<file path="src/rtl/prefetch_ip_queue_if.sv">
// prefetch_ip_queue_if: signals between the prefetch queue, the decoder and the fetch bus.
// master is the queue side, slave is the decoder/bus side.
interface prefetch_ip_queue_if #(
    parameter int ADDR_WIDTH = 16
);
    logic                  load;
    logic [ADDR_WIDTH-1:0] load_val;
    logic [ADDR_WIDTH-1:0] ip;
    logic                  byte_valid;
    logic [7:0]            byte_out;
    logic                  byte_pop;
    logic                  mem_access;
    logic [ADDR_WIDTH-1:0] mem_addr;
    logic                  mem_ack;
    logic [15:0]           mem_data;

    modport master (
        input  load, load_val, byte_pop, mem_ack, mem_data,
        output ip, byte_valid, byte_out, mem_access, mem_addr
    );

    modport slave (
        output load, load_val, byte_pop, mem_ack, mem_data,
        input  ip, byte_valid, byte_out, mem_access, mem_addr
    );
endinterface

</file>
<file path="src/rtl/prefetch_ip_queue.sv">
// prefetch_ip_queue: instruction pointer with a DEPTH-byte prefetch FIFO fed by 16-bit bus words.
// A load flushes the queue and redirects fetching; an in-flight access is finished and dropped.
module prefetch_ip_queue #(
    parameter int ADDR_WIDTH = 16,
    parameter int DEPTH      = 6
) (
    input logic               clk,
    input logic               reset,
    prefetch_ip_queue_if.master bus
);
    localparam int CW = $clog2(DEPTH + 1);
    localparam int PW = $clog2(DEPTH);
    localparam logic [CW-1:0] DEPTH_C = CW'(DEPTH);

    typedef enum logic [1:0] {IDLE, FETCH, DISCARD} state_t;

    state_t                state, state_next;
    logic [CW-1:0]         count, count_next, space, space_next;
    logic [PW-1:0]         head, tail;
    logic [ADDR_WIDTH-1:0] ip, fetch_addr, fetch_next, req_addr;
    logic [1:0]            need, need_next, pushes;
    logic                  pop, push, byte_valid;
    logic [7:0]            q [DEPTH];

    function automatic logic [PW-1:0] wrap_add(input logic [PW-1:0] p, input logic [1:0] n);
        int s;
        s = int'(p) + int'(n);
        return PW'(s >= DEPTH ? s - DEPTH : s);
    endfunction

    assign byte_valid = count != '0;
    assign need       = fetch_addr[0] ? 2'd1 : 2'd2;
    assign pop        = bus.byte_pop && byte_valid && !bus.load;
    assign push       = state == FETCH && bus.mem_ack && !bus.load;
    assign pushes     = push ? need : 2'd0;
    assign count_next = bus.load ? '0 : count + CW'(pushes) - CW'(pop);
    assign fetch_next = bus.load ? bus.load_val : fetch_addr + ADDR_WIDTH'(pushes);
    assign need_next  = fetch_next[0] ? 2'd1 : 2'd2;
    assign space      = DEPTH_C - count;
    assign space_next = DEPTH_C - count_next;

    always_ff @(posedge clk or posedge reset)
        if (reset) state <= IDLE;
        else       state <= state_next;

    always_comb begin
        state_next = state;
        case (state)
            IDLE:    state_next = (!bus.load && space >= CW'(need)) ? FETCH : IDLE;
            FETCH:   state_next = bus.load    ? (bus.mem_ack ? IDLE : DISCARD) :
                                  bus.mem_ack ? (space_next >= CW'(need_next) ? FETCH : IDLE) : FETCH;
            DISCARD: state_next = bus.mem_ack ? IDLE : DISCARD;
            default: state_next = IDLE;
        endcase
    end

    // req_addr freezes while an abandoned access drains so the bus sees a stable address
    always_ff @(posedge clk or posedge reset)
        if (reset) begin
            count      <= '0;
            ip         <= '0;
            fetch_addr <= '0;
            req_addr   <= '0;
            head       <= '0;
            tail       <= '0;
        end else begin
            count      <= count_next;
            fetch_addr <= fetch_next;
            ip         <= bus.load ? bus.load_val : ip + ADDR_WIDTH'(pop);
            head       <= bus.load ? '0 : pop ? wrap_add(head, 2'd1) : head;
            tail       <= bus.load ? '0 : wrap_add(tail, pushes);
            req_addr   <= state_next == DISCARD ? req_addr : fetch_next;
        end

    always_ff @(posedge clk)
        if (push) begin
            q[tail] <= fetch_addr[0] ? bus.mem_data[15:8] : bus.mem_data[7:0];
            if (!fetch_addr[0]) q[wrap_add(tail, 2'd1)] <= bus.mem_data[15:8];
        end

    assign bus.ip         = ip;
    assign bus.byte_valid = byte_valid;
    assign bus.byte_out   = byte_valid ? q[head] : 8'h00;
    assign bus.mem_access = state != IDLE;
    assign bus.mem_addr   = {req_addr[ADDR_WIDTH-1:1], 1'b0};
endmodule

</file>
<file path="src/flat_wrapper.sv">
// flat-port wrapper written by rule: the top's interface ports become plain ports
module prefetch_ip_queue_flat 
#(
    parameter int ADDR_WIDTH = 16,
    parameter int DEPTH      = 6
)
  (clk, reset, bus_load, bus_load_val, bus_byte_pop, bus_mem_ack, bus_mem_data, bus_ip, bus_byte_valid, bus_byte_out, bus_mem_access, bus_mem_addr);
  prefetch_ip_queue_if #(.ADDR_WIDTH(ADDR_WIDTH)) bus_i ();
  input logic clk;
  input logic reset;
  input wire logic [$bits(bus_i.load)-1:0] bus_load;
  input wire logic [$bits(bus_i.load_val)-1:0] bus_load_val;
  input wire logic [$bits(bus_i.byte_pop)-1:0] bus_byte_pop;
  input wire logic [$bits(bus_i.mem_ack)-1:0] bus_mem_ack;
  input wire logic [$bits(bus_i.mem_data)-1:0] bus_mem_data;
  output wire logic [$bits(bus_i.ip)-1:0] bus_ip;
  output wire logic [$bits(bus_i.byte_valid)-1:0] bus_byte_valid;
  output wire logic [$bits(bus_i.byte_out)-1:0] bus_byte_out;
  output wire logic [$bits(bus_i.mem_access)-1:0] bus_mem_access;
  output wire logic [$bits(bus_i.mem_addr)-1:0] bus_mem_addr;
  assign bus_i.load = bus_load;
  assign bus_i.load_val = bus_load_val;
  assign bus_i.byte_pop = bus_byte_pop;
  assign bus_i.mem_ack = bus_mem_ack;
  assign bus_i.mem_data = bus_mem_data;
  assign bus_ip = bus_i.ip;
  assign bus_byte_valid = bus_i.byte_valid;
  assign bus_byte_out = bus_i.byte_out;
  assign bus_mem_access = bus_i.mem_access;
  assign bus_mem_addr = bus_i.mem_addr;
  prefetch_ip_queue #(.ADDR_WIDTH(ADDR_WIDTH), .DEPTH(DEPTH)) u_core (.clk(clk), .reset(reset), .bus(bus_i));
endmodule
</file>
<file path="config.mk">
export PLATFORM = sky130hd
export DESIGN_NAME = prefetch_ip_queue_flat
export DESIGN_NICKNAME = d
export VERILOG_FILES = /design/src/rtl/prefetch_ip_queue_if.sv /design/src/rtl/prefetch_ip_queue.sv /design/src/flat_wrapper.sv
export SDC_FILE = /design/constraint.sdc
export NUM_CORES = 1
export LEC_CHECK = 0
export BUFFER_PORTS_ARGS = -buffer_cell sky130_fd_sc_hd__buf_2
export CORE_MARGIN = 2
export CORE_UTILIZATION = 50
export DETAILED_ROUTE_END_ITERATION = 10
export HOLD_SLACK_MARGIN = 0.12
export MAX_ROUTING_LAYER = met4
export PLACE_DENSITY_LB_ADDON = 0.2
export SYNTH_ARGS = -nofsm -noshare
export SYNTH_HDL_FRONTEND = slang
export SYNTH_SLANG_ARGS = --single-unit
</file>
<file path="constraint.sdc">
create_clock -name clk -period 4.5 [get_ports clk]
set_input_delay 0.675 -clock clk [delete_from_list [all_inputs] [get_ports clk]]
set_output_delay 0.675 -clock clk [all_outputs]
set_load 0.05 [all_outputs]
</file>
==> qor.txt <==
clock latency on the worst-skew pair: 0.36 ns
arrival time of the worst setup path: 3.82 ns
portion of total power attributed to combinational logic: 0.332
leakage power of the design: 0.00284 uW
First-pass DRT Iterations: 5
number of H-tree branching levels: 3
area of the core: 0.0127 mm^2
share of the core filled with cells in the final layout: 0.578
first-pass GRT wire length: 27.9 mm
cell taking the most area after synthesis: sky130_fd_sc_hd__dfrtp_1
syn avg cell area: 10.5 um^2
sequential fraction of design power: 0.402
leading cell type in the layout, fill and taps excluded: sky130_fd_sc_hd__buf_2
P&R area growth vs syn: 12.2%
Post-DRT Antenna Nets: 0
share of layout cells above drive strength 1: 0.240
num rows: 41
fraction of post-synthesis cell area in the top cell type by area: 0.222
HP Class: reg -> reg
kind of launch point of the worst setup path: flop
register bit total from synthesis: 106
achievable clock frequency: 279 MHz
final worst path period need: 3.59 ns
internal power component: 1880 uW
n_diodes: 0
Least-Margin Pin Slew: 1.16 ns
critical-path cell list: inv_1 > ha_1 > nor2b_1 > buf_4 > inv_1 > nand2_1 > nor2_1 > xnor2_1 > ha_1 > fa_1 > nor2b_1 > ha_1 > inv_1 > ha_1 > a211oi_1 > a2111oi_0
clock network fraction of total power: 0.266
synthesized netlist cell count: 625
detailed-route wire length per cell: 19.7 um
postcts setup bufs: 0
total CTS buffers: 9
Filler cells: 1143
cell repeated most along the worst path: sky130_fd_sc_hd__ha_1
Initial Utilization: 0.515
Clk pin slew, worst setup/hold paths: 0.07 ns
GRT overflow: 0
total of hold buffers inserted after clock tree synthesis: 0
critical path data required time: 4.73 ns
die height: 118 um
Top FF cell, synth: sky130_fd_sc_hd__dfrtp_1
Setup violations, final: 0
vias per std cell: 6.20
routability-driven placement congestion ratio: 0.882
switching power share of the total: 0.375
share of flip-flops with an asynchronous set or reset: 0.547
GRT Total Usage: 0.259
slowest library cell on the worst path: sky130_fd_sc_hd__fa_1
number of buffers on the longest clock path: 2
Hold Fails Final Rpt: 0
post-synthesis sequential area ratio: 0.441
net load switching power: 1120 uW
standard cell area after detailed placement: 0.00706 mm^2
DRC violations left: 0
number of antenna violations at the first check in global routing: 0
number of primary I/O pins: 79
distinct cell type count after synthesis: 67
worst setup path category: reg -> reg
die width: 118 um
root cell of the clock tree: sky130_fd_sc_hd__clkbuf_16
ratio of final minimum period to clock period: 0.797
total routed wirelength: 17.0 mm
final instance area: 0.00735 mm^2
Top delay family on crit path: adder cells
unrepaired setup endpoints after global routing: false
final net count: 739
power per standard cell area: 409 mW/mm^2
setup_tns: 0 ns
count of buffers inserted at the top-level ports: 77
DIE AREA: 0.0140 mm^2
minimum hold slack: 0.486 ns
post_cts resized: 0
largest cells by area after synthesis: sky130_fd_sc_hd__dfrtp_1 22%, sky130_fd_sc_hd__edfxtp_1 22%, sky130_fd_sc_hd__mux2_2 7.0%
number of buffers and inverters on the critical path: 4
element type at the critical path end: flop
combined area of the multi-input logic cells: 0.00340 mm^2
Synth Net Count: 682
Max rail drop VDD: 0.239 mV
worst setup skew after layout: 0.00643 ns
crit-path max FO: 9
number of enable flip-flop cells after synthesis: 48
Power, Total: 3000 uW
pin count of the biggest net entering global routing: 60
Clock Sinks: 106
TritonCTS clock tree: built
starting DRC count in detailed routing: 525
yosys warns: 0
max-capacitance violation count: 0
Storage cell area: 0.00289 mm^2
delay of the slowest cell on the worst path: 0.40 ns
HPWL after detailed placement: 11.7 mm
routed via count: 5325
vias in the first global route: 5278
synthesized cell area: 0.00655 mm^2
Slew headroom: 0.220
most frequent cells in the layout: 77 x sky130_fd_sc_hd__buf_2, 58 x sky130_fd_sc_hd__dfrtp_1, 48 x sky130_fd_sc_hd__edfxtp_1
number of slew-limit violations in the final report: 0
run status: complete, no violations
-- synthesized netlist by cell type, types with 8 or more instances --
cell and n:
sky130_fd_sc_hd__nand2_1 35, sky130_fd_sc_hd__inv_1 24, sky130_fd_sc_hd__nor4_1 12, sky130_fd_sc_hd__a21oi_1 12
sky130_fd_sc_hd__xor2_1 10, sky130_fd_sc_hd__mux4_2 8, sky130_fd_sc_hd__mux2i_1 12, sky130_fd_sc_hd__nand3_1 37
sky130_fd_sc_hd__o21ai_0 16, sky130_fd_sc_hd__nand2b_1 12, sky130_fd_sc_hd__a22oi_1 16, sky130_fd_sc_hd__mux2_2 41
sky130_fd_sc_hd__nand4_1 8, sky130_fd_sc_hd__dfrtp_1 58, sky130_fd_sc_hd__clkbuf_1 26, sky130_fd_sc_hd__nor2_1 37
sky130_fd_sc_hd__o211ai_1 18, sky130_fd_sc_hd__nor2b_1 17, sky130_fd_sc_hd__edfxtp_1 48, sky130_fd_sc_hd__ha_1 17
sky130_fd_sc_hd__a211oi_1 18, sky130_fd_sc_hd__nor3_1 19
-- kinds of logic after synthesis --
kind of cell | after synthesis | share of synthesized area
AOI/OAI and AO/OA | 133 | 0.155
xor gates and xnor gates | 18 | 0.0262
adders and majority gates | 20 | 0.0416
buffers and inverters | 65 | 0.0391
DFF | 106 | 0.441
muxes | 61 | 0.116
other | 1 | 0.000572
and+or+nand+nor | 221 | 0.180
-- metrics by stage --
stage,cells,worst slack (ns)
2_1_floorplan,625,0.935
3_3_place_gp,843,0.969
3_5_place_dp,843,0.908
4_1_cts,859,0.895
5_1_grt,859,0.555
6_report,859,0.911
-- final cells by class --
cell class,count,share of cell area
inverters,24,0.0123
repair buffers,87,0.0626
clock inverters,5,0.00749
well taps,172,0.0293
multi-input cells,454,0.463
flip-flops and latches,106,0.394
clock buffers,11,0.0317
-- power groups by stage --
stage                     clock network [uW]  registers [uW]  logic (uW)
after CTS                                813            1210        1000
after detailed placement                   0            1230         993
after floorplan                            0            1320         634
after global routing                     845            1220        1080
after global placement                     0            1220         970
final                                    799            1210         996
-- worst paths after layout --
path	from	to	slack, ns	cells after the start
hold reg to reg	u_core.req_addr[5]	u_core.req_addr[5]	0.49	2
hold / removal	u_core.req_addr[5]	u_core.req_addr[5]	0.49	2
max in group asynchronous	reset	u_core.fetch_addr[15]	3.46	3
setup reg to reg	u_core.count[0]	u_core.state[0]	0.91	16
setup / recovery	u_core.count[0]	u_core.state[0]	0.91	16
min in group asynchronous	reset	u_core.tail[1]	0.51	3
-- worst register-to-register path, cell delays in order (launching register included) --
cell,delay (ns)
sky130_fd_sc_hd__dfrtp_1,0.38
sky130_fd_sc_hd__inv_1,0.15
sky130_fd_sc_hd__ha_1,0.17
sky130_fd_sc_hd__nor2b_1,0.12
sky130_fd_sc_hd__buf_4,0.19
sky130_fd_sc_hd__inv_1,0.11
sky130_fd_sc_hd__nand2_1,0.23
sky130_fd_sc_hd__nor2_1,0.11
sky130_fd_sc_hd__xnor2_1,0.21
sky130_fd_sc_hd__ha_1,0.20
sky130_fd_sc_hd__fa_1,0.40
sky130_fd_sc_hd__nor2b_1,0.16
sky130_fd_sc_hd__ha_1,0.31
sky130_fd_sc_hd__inv_1,0.04
sky130_fd_sc_hd__ha_1,0.26
sky130_fd_sc_hd__a211oi_1,0.06
sky130_fd_sc_hd__a2111oi_0,0.35
-- per-layer routing --
layer | up-vias | share of wire | wire length (um) | GRT usage
li1 | 2494 | - | - | -
met1 | 2629 | 0.48 | 8070 | 0.365
met2 | 180 | 0.46 | 7760 | 0.390
met3 | 22 | 0.056 | 949 | 0.0420
met4 | 0 | 0.011 | 183 | 0.0699
met5 | - | 0 | 0 | -
-- state kept, by name, indices dropped and copies added (netlist names) --
register           cells
u_core.head            3
u_core.req_addr       15
u_core.bus.ip         16
u_core.fetch_addr     16
u_core.count           3
u_core.tail            3
u_core.q              48
u_core.state           2
Power figures use the tool's default switching activity.
